===== src/rtl/dots_display.sv =====
// rtl/dots_display.sv - serialises a CHARS x 5x8 column bitmap into an HCMS-style LED display
// Runs the display init (reset pulse, control word 0, unblank), then re-sends the bitmap on each update.
module dots_display #(
  parameter int         CHARS      = 2,
  parameter int         CLK_DIV    = 4,
  parameter int         RST_CYCLES = 16,
  parameter logic [7:0] CTRL_WORD  = 8'h7F
) (
  input  logic                clk,
  input  logic                reset,
  input  logic [40*CHARS-1:0] dots_in,
  input  logic                update,
  output logic                busy,
  output logic                disp_blank,
  output logic                disp_clock,
  output logic                disp_data_out,
  output logic                disp_rs,
  output logic                disp_ce_b,
  output logic                disp_reset_b
);

  localparam int N       = 40 * CHARS;
  localparam int CNT_MAX = (RST_CYCLES > CLK_DIV) ? RST_CYCLES : CLK_DIV;
  localparam int CW      = $clog2(CNT_MAX + 1);
  localparam int BW      = $clog2(N);
  localparam logic [CW-1:0] DIV_LAST = CW'(CLK_DIV - 1);
  localparam logic [CW-1:0] RST_LAST = CW'(RST_CYCLES - 1);
  localparam logic [BW-1:0] BIT_TOP  = BW'(N - 1);

  typedef enum logic [2:0] {
    RST_DISP, CTRL_SHIFT, CTRL_LATCH, LOAD, DOT_SHIFT, DOT_LATCH, IDLE
  } state_t;

  state_t        state_q, state_d;
  logic [CW-1:0] cnt_q, cnt_d;
  logic [BW-1:0] bit_q, bit_d;
  logic [N-1:0]  shreg_q, shreg_d;
  logic          pending_q, pending_d;
  logic          busy_q, busy_d;
  logic          blank_q, blank_d;
  logic          clock_q, clock_d;
  logic          data_q, data_d;
  logic          rs_q, rs_d;
  logic          ce_b_q, ce_b_d;
  logic          reset_b_q, reset_b_d;
  logic          start_frame;

  always_comb begin
    state_d     = state_q;
    cnt_d       = cnt_q;
    bit_d       = bit_q;
    shreg_d     = shreg_q;
    pending_d   = pending_q | update;
    blank_d     = blank_q;
    clock_d     = clock_q;
    data_d      = data_q;
    rs_d        = rs_q;
    ce_b_d      = ce_b_q;
    reset_b_d   = reset_b_q;
    start_frame = (state_q == LOAD) || ((state_q == IDLE) && (update || pending_q));

    case (state_q)
      RST_DISP: begin
        if (cnt_q == RST_LAST) begin
          state_d   = CTRL_SHIFT;
          cnt_d     = '0;
          bit_d     = BW'(7);
          reset_b_d = 1'b1;
          rs_d      = 1'b1;
          ce_b_d    = 1'b0;
          clock_d   = 1'b0;
          data_d    = CTRL_WORD[7];
          shreg_d   = {CTRL_WORD[6:0], {(N-7){1'b0}}};
        end else begin
          cnt_d = cnt_q + CW'(1);
        end
      end
      // A bit cell ends on the last cycle of its high phase; data only moves then.
      CTRL_SHIFT, DOT_SHIFT: begin
        if (cnt_q == DIV_LAST) begin
          cnt_d = '0;
          if (!clock_q) begin
            clock_d = 1'b1;
          end else begin
            clock_d = 1'b0;
            if (bit_q == '0) begin
              state_d = (state_q == CTRL_SHIFT) ? CTRL_LATCH : DOT_LATCH;
            end else begin
              bit_d   = bit_q - BW'(1);
              data_d  = shreg_q[N-1];
              shreg_d = {shreg_q[N-2:0], 1'b0};
            end
          end
        end else begin
          cnt_d = cnt_q + CW'(1);
        end
      end
      // First half-period: clock low with ce_b still low; second: ce_b high, then leave.
      CTRL_LATCH, DOT_LATCH: begin
        if (cnt_q == DIV_LAST) begin
          cnt_d = '0;
          if (!ce_b_q) begin
            ce_b_d = 1'b1;
          end else if (state_q == CTRL_LATCH) begin
            state_d = LOAD;
            blank_d = 1'b0;
          end else begin
            state_d = (pending_q || update) ? LOAD : IDLE;
          end
        end else begin
          cnt_d = cnt_q + CW'(1);
        end
      end
      LOAD, IDLE: ;
      default: state_d = RST_DISP;
    endcase

    if (start_frame) begin
      state_d   = DOT_SHIFT;
      cnt_d     = '0;
      bit_d     = BIT_TOP;
      pending_d = 1'b0;
      rs_d      = 1'b0;
      ce_b_d    = 1'b0;
      clock_d   = 1'b0;
      data_d    = dots_in[N-1];
      shreg_d   = {dots_in[N-2:0], 1'b0};
    end

    busy_d = (state_d != IDLE);
  end

  always_ff @(posedge clk) begin
    if (reset) begin
      state_q   <= RST_DISP;
      cnt_q     <= '0;
      bit_q     <= '0;
      shreg_q   <= '0;
      pending_q <= 1'b0;
      busy_q    <= 1'b1;
      blank_q   <= 1'b1;
      clock_q   <= 1'b0;
      data_q    <= 1'b0;
      rs_q      <= 1'b0;
      ce_b_q    <= 1'b1;
      reset_b_q <= 1'b0;
    end else begin
      state_q   <= state_d;
      cnt_q     <= cnt_d;
      bit_q     <= bit_d;
      shreg_q   <= shreg_d;
      pending_q <= pending_d;
      busy_q    <= busy_d;
      blank_q   <= blank_d;
      clock_q   <= clock_d;
      data_q    <= data_d;
      rs_q      <= rs_d;
      ce_b_q    <= ce_b_d;
      reset_b_q <= reset_b_d;
    end
  end

  assign busy          = busy_q;
  assign disp_blank    = blank_q;
  assign disp_clock    = clock_q;
  assign disp_data_out = data_q;
  assign disp_rs       = rs_q;
  assign disp_ce_b     = ce_b_q;
  assign disp_reset_b  = reset_b_q;

endmodule

===== config.mk =====
export PLATFORM = sky130hd
export DESIGN_NAME = dots_display
export DESIGN_NICKNAME = d
export VERILOG_FILES = /design/src/rtl/dots_display.sv
export SDC_FILE = /design/constraint.sdc
export NUM_CORES = 1
export LEC_CHECK = 0
export CAP_MARGIN = 10
export CORE_MARGIN = 1.5
export CORE_UTILIZATION = 30
export CTS_CLUSTER_DIAMETER = 120
export DETAILED_ROUTE_END_ITERATION = 10
export HOLD_SLACK_MARGIN = 0.1
export PLACE_DENSITY = 0.58
export SYNTH_ARGS = -nofsm -noshare
export SYNTH_HDL_FRONTEND = slang
export SYNTH_SLANG_ARGS = --single-unit

===== constraint.sdc =====
create_clock -name clk -period 2 [get_ports clk]
set_input_delay 0.3 -clock clk [delete_from_list [all_inputs] [get_ports clk]]
set_output_delay 0.3 -clock clk [all_outputs]
set_load 0.03 [all_outputs]

==> reports/metrics.yaml <==
outcome:
  status: "complete, but fails checks"
  failed_checks: "setup timing"
critical_path:
  path_cells: "ha_4 -> and3_4 -> ha_4 -> nor4b_4 -> buf_4 -> o22ai_4 -> buf_4 -> buf_12 -> clkbuf_16 -> a221oi_2"
  path_buf_inv: 4
  slowest_delay_ps: 350
  crit-reg2reg-launch: "cnt_q[1]"
  critPathMaxFanout: 11
  worstPathRequired_ps: 2260
  worstSetupPathType: "reg -> reg"
  rrSetupSlack_ps: -100
  critical-path-top-delay-family: "buffers and inverters"
  end_kind: "flop"
  reg2regPathDepth: 10
  startpoint_type: "flop"
  cp.arrival_ps: 2350
  rr_endpoint: "shreg_q[46]"
  crit_slowest_cell: "dfxtp_2"
timing:
  max_slew.worst_pin.slew_ps: 610
  setup_viol: 78
  fin_crit_sh: 1.05
  clock-skew-final_ps: 10.4
  fin_hold_ws_ps: 389
  finalHoldViolCount: 0
  grt_setup_unrepaired: "yes"
  finalMaxSlewViolations: 0
  setup_ws_ps: -95.6
  max_slew_margin: 0.593
  fmax_ghz: 0.477
  fin_crit_ps: 2100
place:
  hpwl_mm: 9.14
  numPortBuffers: 89
  gp_congestion: 0.839
  placed_area_sq_um: 6690
logic_synthesis:
  async_flop_share: 0
  syn_nets: 617
  synthCells: 529
  synth_edf_count: 0
  ys_warn_count: 0
  synthesis.area_sq_um: 5290
  synth_area_per_cell_sq_um: 10.0
  ys.flop_type: "dfxtp_1"
  yosys.cell_types.count: 50
  ys_ff_latch: 102
  ys_seq_area_frac: 0.386
power_and_ir_drop:
  power_frac_comb: 0.100
  switchingPower_w: 0.000977
  p_int_w: 0.00329
  ir_worst_vdd_mv: 0.510
  power_frac_seq: 0.487
  power.leakage_nw: 2.18
  p_per_area_nw_per_um2: 591
  p_sw_frac: 0.229
  clkPwrFrac: 0.412
worst_hold_path:
  min_path_cells: 4
  hold_end: "cnt_q[1]"
  hp-start: "reset"
  hold_path_class: "in -> reg"
clocking:
  htree_levels: 3
  tritoncts: "done"
  insertion_delay_ps: 350
  cts_hold_buf: 0
  clockBufferDepth: 2
  clkSinkCount: 102
  cts_inserted_buffers: 9
  ctsRootBufferMaster: "clkbuf_16"
  cts.clk_slew.worst_paths_ps: 70
floorplan:
  die_area_sq_um: 18400
  design.core.area_sq_um: 17200
  die_w_um: 136
  io_pins: 90
  initial_core_util: 0.307
  num_rows: 48
  die_h_um: 136
routing:
  dr.pass1.iters: 5
  ant_nets: 0
  wire_per_inst_um: 16.7
  drt-total-wl_mm: 14.3
  drc: 0
  drtIter0Drc: 342
  vias: 4720
  via_per_inst: 5.49
global_routing:
  overflow: 0
  grt_pass1_wl_mm: 23.0
  grt_util_all_layers: 0.156
  antenna_found_initial: 0
  grt_pass1_vias: 4656
  grt_max_degree: 86
layout:
  final_area_sq_um: 7230
  fillCellCount: 1614
  area_growth_pct: 36.6
  multiInputGateArea_sq_um: 2970
  diodes: 0
  nets: 719
  drive_above_1_share: 0.274
  seqCellArea_sq_um: 2040
flow_run:
  maxCapViolations: 0
==> registers in the layout, indices dropped and copies added (netlist names) <==
| register | flops |
|---|---|
| bit_q | 7 |
| busy | 1 |
| cnt_q | 5 |
| disp_blank | 1 |
| disp_ce_b | 1 |
| disp_clock | 1 |
| disp_data_out | 1 |
| disp_reset_b | 1 |
| disp_rs | 1 |
| pending_q | 1 |
| shreg_q | 79 |
| state_q | 3 |
==> metrics by stage <==
stage               setup WS (ps)  total power [W]  setup TNS, ps  utilization  cells
global route                 -184          0.00445         -11930        0.419    860
global placement             -153          0.00254          -8190        0.388    834
detailed placement           -172          0.00255          -8490        0.388    834
floorplan                   -15.2          0.00230          -15.2            -    529
CTS                          -112          0.00431          -5080        0.416    859
finish                      -95.6          0.00427          -4770        0.419    860
==> worst max-delay path by stage <==
stage / start / to / depth (start not counted)
CTS: cnt_q[1] / shreg_q[51] / 10
global placement: update / shreg_q[33] / 7
finish: cnt_q[1] / shreg_q[46] / 10
floorplan: cnt_q[0] / bit_q[2] / 8
global route: cnt_q[1] / shreg_q[51] / 10
detailed placement: update / shreg_q[33] / 7
==> power groups by stage <==
stage | Clock (W) | Combinational, W | Sequential (W)
floorplan | 0 | 0.000180 | 0.00212
CTS | 0.00181 | 0.000427 | 0.00208
finish | 0.00176 | 0.000428 | 0.00208
detailed placement | 0 | 0.000423 | 0.00213
global route | 0.00190 | 0.000463 | 0.00208
global placement | 0 | 0.000418 | 0.00213
==> kinds of logic (layout without fill, tap and decap cells) <==
family	Yosys count	in the layout	synth area share
xor+xnor	3	3	0.00639
mux	9	9	0.0175
fa+ha+maj	5	5	0.0118
flops	102	102	0.386
simple gates	147	148	0.130
compound gates	195	195	0.375
buf+inv	68	173	0.0736
==> cell usage after synthesis, drive strengths merged, types with 7 or more instances <==
library cell  count  area, sq um
dfxtp           102         2040
nand3             8         40.0
a22oi            73          548
a221oi           72         1080
inv               8         30.0
clkbuf           25         93.8
buf              35          265
a21oi            14         70.1
mux2i             7         70.1
nor2             89          337
nand2            20         82.6
==> tightest hold or removal path: stages <==
cell	delay (ps)
buf_4	110
inv_1	50
nand2_1	170
a21oi_1	60
==> area by class of cell <==
class / instances / area share
clock inverter: 4 / 0.00658
tap: 225 / 0.0390
clock buffer: 11 / 0.0336
multi-input combinational: 360 / 0.411
sequential: 102 / 0.283
inverter: 8 / 0.00416
timing repair buffer: 150 / 0.223
==> layer usage <==
metal	part of all wire	global-route usage	up-vias
li1	-	-	2255
met1	0.45	0.202	2324
met2	0.48	0.256	120
met3	0.054	0.0344	21
met4	0.018	0.0526	0
met5	0	0	-
==> cell usage in the layout (no fill, tap or decap), types with 7 or more instances in the layout <==
cell type | synthesis | final
buf_12 | 0 | 13
clkbuf_16 | 0 | 10
clkdlybuf4s50_1 | 0 | 88
a22oi_1 | 73 | 73
nor2_1 | 88 | 88
mux2i_1 | 7 | 7
a21oi_1 | 14 | 14
dfxtp_1 | 102 | 100
buf_4 | 9 | 41
nand3_1 | 8 | 8
nand2_1 | 19 | 19
a221oi_2 | 72 | 71
inv_1 | 7 | 7
==> timing repair <==
action                     4_1_cts  5_1_grt
gates resized for setup         11        4
setup endpoints to repair       79       86
pin swaps                       12       10
cloned                           4        1
buffers inserted                 6        0
Power figures use the tool's default switching activity.
